`src/rtl/vr_pkg.sv`:
```
// Shared constants for the valid/ready bit packer: default word width and
// the width of the per-word bit count.
package vr_pkg;

   localparam int PACK_W = 8;

   // Bits needed to hold a count in the range 0..w.
   function automatic int count_width(input int w);
      return $clog2(w + 1);
   endfunction

endpackage

```
`src/rtl/valid_ready_packer.sv`:
```
// Serial-to-parallel packer: accepts one bit per valid/ready transfer, packs
// LSB-first into W-bit words, and emits a word on a full word or packet end.
module valid_ready_packer
   import vr_pkg::*;
#(
   parameter int W = PACK_W
) (
   input  logic                        clk,
   input  logic                        reset,
   input  logic                        down_data,
   input  logic                        down_valid,
   input  logic                        down_last,
   output logic                        down_ready,
   output logic [W-1:0]                up_data,
   output logic                        up_valid,
   output logic [count_width(W)-1:0]   up_count,
   output logic                        up_last,
   input  logic                        up_ready
);

   localparam int CW = count_width(W);

   logic [W-1:0]  acc_r;
   logic [CW-1:0] cnt_r;
   logic          accept_s;
   logic          complete_s;
   logic [W-1:0]  word_s;

   // Upstream may advance whenever the output slot is free or being drained.
   assign down_ready = up_ready | ~up_valid;

   // Transfer qualification and the word as it stands including the offered bit.
   always_comb begin
      accept_s   = down_valid & down_ready;
      complete_s = 1'b0;
      word_s     = {W{1'b0}};
      if (accept_s) begin
         complete_s = (cnt_r == CW'(W - 1)) | down_last;
      end else begin
         complete_s = 1'b0;
      end
      // Bits above the current position stay zero so short words are clean.
      for (int i = 0; i < W; i++) begin
         if (CW'(i) < cnt_r) begin
            word_s[i] = acc_r[i];
         end else if (CW'(i) == cnt_r) begin
            word_s[i] = down_data;
         end else begin
            word_s[i] = 1'b0;
         end
      end
   end

   // Accumulator and bit counter.
   always_ff @(posedge clk) begin
      if (reset) begin
         acc_r <= {W{1'b0}};
         cnt_r <= {CW{1'b0}};
      end else if (complete_s) begin
         acc_r <= {W{1'b0}};
         cnt_r <= {CW{1'b0}};
      end else if (accept_s) begin
         acc_r <= word_s;
         cnt_r <= cnt_r + CW'(1);
      end
   end

   // Output word register; loading a new word wins over the downstream clear.
   always_ff @(posedge clk) begin
      if (reset) begin
         up_data  <= {W{1'b0}};
         up_count <= {CW{1'b0}};
         up_last  <= 1'b0;
         up_valid <= 1'b0;
      end else if (complete_s) begin
         up_data  <= word_s;
         up_count <= cnt_r + CW'(1);
         up_last  <= down_last;
         up_valid <= 1'b1;
      end else if (up_valid & up_ready) begin
         up_valid <= 1'b0;
      end
   end

endmodule

```
`config.mk`:
```
export PLATFORM = sky130hd
export DESIGN_NAME = valid_ready_packer
export DESIGN_NICKNAME = d
export VERILOG_FILES = /design/src/rtl/vr_pkg.sv /design/src/rtl/valid_ready_packer.sv
export SDC_FILE = /design/constraint.sdc
export NUM_CORES = 1
export LEC_CHECK = 0
export CAP_MARGIN = 20
export CELL_PAD_IN_SITES_DETAIL_PLACEMENT = 0
export CELL_PAD_IN_SITES_GLOBAL_PLACEMENT = 1
export CORE_AREA = 4 4 65 67
export DETAILED_ROUTE_END_ITERATION = 10
export DIE_AREA = 0 0 69 71
export MAX_ROUTING_LAYER = met4
export PLACE_DENSITY_LB_ADDON = 0.1
export SYNTH_ARGS = -nofsm -noshare
export SYNTH_HDL_FRONTEND = slang
export SYNTH_SLANG_ARGS = --single-unit
export TNS_END_PERCENT = 10
```
`constraint.sdc`:
```
create_clock -name clk -period 2.08 [get_ports clk]
set_input_delay 0.52 -clock clk [delete_from_list [all_inputs] [get_ports clk]]
set_output_delay 0.52 -clock clk [all_outputs]
set_load 0.02 [all_outputs]
```
# After elaboration in Yosys (flattened, before gate mapping)
# Index checks and enable logic that the tools add are counted.
[totals] regBits=26 out_inout_bits=15 wordCells=50
[op_classes] magnitude_cmp=8 add_sub_neg=1 reduce_logical=3 eq_ne=8 mux=19 n_bitwise=5
[ops] cell="$mux 1" count=19
[ops] cell="$eq 3x4->1 const A" count=4
[ops] cell="$lt 3x4->1 const A" count=4
[ops] cell="$eq 2x4->1 const A" count=2
[ops] cell="$lt 1x4->1 const A" count=2
[ops] cell="$lt 2x4->1 const A" count=2
[ops] cell="$add 4x1->4 const B" count=1
[ops] cell="$eq 1x4->1 const A" count=1
[ops] cell="$eq 4x3->1 const B" count=1
[ops] cell="$logic_not 4->1" count=1
[ops] cell="$and 1x1->1" count=2
[ops] cell="$or 1x1->1" count=2
[ops] cell="$reduce_bool 2->1" count=1
[ops] cell="$reduce_or 2->1" count=1
[ops] cell="$not 1->1" count=1

# Depth between registers and ports, before layout
[depth] ltp_word=5 ltp_mapped=7

# Worst setup path before layout
# Ideal clock, no wire load.
[synth_path] path_kind="input to register" startpoint="input up_ready" endpoint="register acc_r[6]" path_buffers=1 path_slack_ps=488 stages=5 setup_time_ps=92 required_ps=1988 t_arrival_ps=1500 cell_sequence="nand2b_1 clkbuf_2 nand2_1 or3_4 o32ai_1"
[synth_via] elab_chain_cells=4
[synth_lines] element="start: declaration" line_no="valid_ready_packer.sv:18" source="input logic up_ready"
[synth_lines] element="$or 1x1->1 *" line_no="valid_ready_packer.sv:30" source="assign down_ready = up_ready | ~up_valid;"
[synth_lines] element="named net down_ready" line_no="valid_ready_packer.sv:13" source="output logic down_ready,"
[synth_lines] element="$and 1x1->1 *" line_no="valid_ready_packer.sv:34" source="accept_s = down_valid & down_ready;"
[synth_lines] element="$mux 1" line_no="valid_ready_packer.sv:37" source="if (accept_s) begin"
[synth_lines] element="$reduce_or 2->1 (no source line)"
[synth_lines] element="end signal: assignment" line_no="valid_ready_packer.sv:57" source="acc_r <= {W{1'b0}};"
[synth_lines] element="end signal: assignment" line_no="valid_ready_packer.sv:60" source="acc_r <= {W{1'b0}};"
[synth_lines] element="end signal: assignment" line_no="valid_ready_packer.sv:63" source="acc_r <= word_s;"
[synth_lines] element="end: declaration" line_no="valid_ready_packer.sv:23" source="logic [W-1:0] acc_r;"
# The timed path passes the listed nets; every way through them passes the cells marked *.
# A chain may end at the register's enable or synchronous reset.

# Worst setup path in the final report
[layout_path] startpoint="input up_ready" endpoint="output down_ready"
[layout_via] elab_chain_cells=1
[layout_lines] element="$or 1x1->1" line_no="valid_ready_packer.sv:30"
[layout_lines] element="end: declaration" line_no="valid_ready_packer.sv:13"
# Every way passes these cells.

==> reports/qor.yml <==
cts_root_buffer: "clkbuf_8"
post_drt_wl_per_cell_um: 15.1
dp.cells: 204
leakage_nw: 0.554
cts_buffer_depth: 2
antenna_left: 0
synth_ff_type: "dfxtp_1"
critPathCaptureType: "output port"
syn_area_um2: 1250
min_path_type: "register to register"
period_share_pct: 93.4
ys_seq_elements: 26
grt_setup_unrepaired: "no"
crit_required_ps: 1560
critical_path_arrival_ps: 1420
die_x_um: 69
yosysTopAreaCellShare_pct: 41.6
overflow: 0
layout_setup_ws_ps: 137
nNetsFinal: 171
setup_viol_count_final: 0
fmax_mhz: 515
dr.pass1.iters: 5
grt_pass1_wl_um: 5380
cts.repair.resized: 1
antenna_cells: 0
die_h_um: 71
grt_pass1_vias: 1071
fillCellCount: 387
dp_slack_ps: -136
fin_skew_ps: 5.21
vias_per_cell: 5.14
clockPowerShare_pct: 38.0
dp_hpwl_um: 2240
coreArea_um2: 3630
most-common-layout-cells: "dfxtp_1, clkdlybuf4s50_1, nor2_1"
drive_gt1_share_pct: 14.4
cts_buffers: 3
io_buffers: 20
max_cap_viol_count: 0
htreeDepth: 1
irDropWorstVdd_mv: 0.306
critPathMaxFanout: 2
cts.sink_count: 26
drt_iter0_markers: 139
antenna_found_initial: 0
routed.top_layer: "met4"
route.detailed.drc: 0
grt_max_degree: 20
setup-tns-final_ps: 0
worstHoldStart: "up_count[3]"
relSlewSlack_pct: 67.5
fin_crit_ps: 1940
timing.rr.end: "acc_r[4]"
seq_power_share_pct: 47.5
yosysSeqAreaShare_pct: 41.6
ioPinCount: 21
ff2ff_path_depth: 4
yosysUniqueCellTypes: 38
grt_use_total_pct: 13.9
async_reset_ff_share_pct: 0
synth_edf_count: 0
synth_top_cell_by_area: "dfxtp_1"
cts_tree: "built"
design_area_um2: 1590
yosys-top-cells-area: "dfxtp_1, a211oi_2, a21oi_1"
whs_ps: 464
yosysWarnings: 0
rrSetupSlack_ps: 350
dieArea_um2: 4900
holdBufCountCts: 0
hold_depth: 2
clk_pin_slew_worst_paths_ps: 90
syn-instance-count: 138
insertion_delay_ps: 270
drt_wl_total_um: 3140
internal_power_uw: 845
placed_cell_area_um2: 1520
p_sw_uw: 265
finalMaxSlewViolations: 0
syn2layout_area_growth_pct: 26.6
hold_viol: 0
layout.cells.non_filler: 208
rr_startpoint: "cnt_r[2]"
met1_length_um: 1600
place_congestion: 0.794
startpoint_type: "input port"
wl_met2_um: 1420
cts_setup_buffers: 0
outcome: "completed"
via_count: 1070
synthesis.nets: 148
initial_utilization_pct: 34.5
power_frac_comb_pct: 14.5
crit_type: "input port to output port"
worst_hold_path.endpoint: "up_count[3]"
rows: 22
final_common_cell: "dfxtp_1"
tightestPinTransition_ps: 482
switching_share_pct: 23.9
avgSynthCellArea_um2: 9.08
pwr_density_cell_nw_per_um2: 700
dr_wl_met3_um: 98
==> routing by layer <==
layer | up-vias | global-route usage, %
met1 | 510 | 18.4
met4 | 0 | 5.21
met5 | - | -
li1 | 538 | -
met2 | 20 | 21.3
met3 | 2 | 1.99
==> sequential cells by signal (all words and copies together), names as in the netlist <==
name / flops
up_data: 8
cnt_r: 4
up_last: 1
up_count: 4
acc_r: 8
up_valid: 1
==> Yosys cell counts (all sizes together), types with 3 or more instances <==
library cell	count
nand3	5
inv	8
or3	3
o21ai	3
buf	7
a211oi	9
ha	4
dfxtp	26
nor3	4
nand2	13
o32ai	5
nor2	14
a21oi	12
a22oi	4
==> power groups by stage <==
stage / Clock [mW] / Combinational, mW / Sequential (mW)
2_1_floorplan: 0 / 0.0778 / 0.555
3_3_place_gp: 0 / 0.161 / 0.538
3_5_place_dp: 0 / 0.162 / 0.539
4_1_cts: 0.434 / 0.162 / 0.527
5_1_grt: 0.457 / 0.175 / 0.530
6_report: 0.422 / 0.161 / 0.527
==> logic make-up after synthesis <==
| family | Yosys count | synth area share [%] |
|---|---|---|
| fa+ha+maj | 4 | 4.00 |
| buf+inv | 17 | 7.39 |
| simple gates | 48 | 20.1 |
| flops | 26 | 41.6 |
| compound gates | 40 | 24.7 |
| xor+xnor | 1 | 0.699 |
| mux | 2 | 1.60 |
==> how the worst max path moves through the flow <==
| stage | start | end | cells after the start |
|---|---|---|---|
| after CTS | up_ready | down_ready | 3 |
| after global placement | up_ready | down_ready | 3 |
| after global routing | up_ready | down_ready | 3 |
| after detailed placement | up_ready | down_ready | 3 |
| final | up_ready | down_ready | 3 |
| after floorplan | up_ready | acc_r[6] | 5 |
==> stage by stage <==
stage / util (%) / power (mW)
finish: 43.6 / 1.11
global placement: 41.7 / 0.699
CTS: 43.6 / 1.12
floorplan: - / 0.633
detailed placement: 41.7 / 0.701
global route: 43.6 / 1.16
==> worst max-delay path, stage by stage <==
cell and delay [ps]:
clkdlybuf4s50_1 440, nand2b_1 120, dlygate4sd2_1 340
==> layout make-up <==
type	count	area, µm²	area share [%]
multi-input combinational	95	639	40.3
sequential	26	520	32.8
timing repair buffer	27	264	16.7
tap	48	60.1	3.79
clock buffer	3	41.3	2.60
clock inverter	1	30.0	1.89
inverter	8	30.0	1.89
Note: power is estimated with default switching activity, not from simulation.
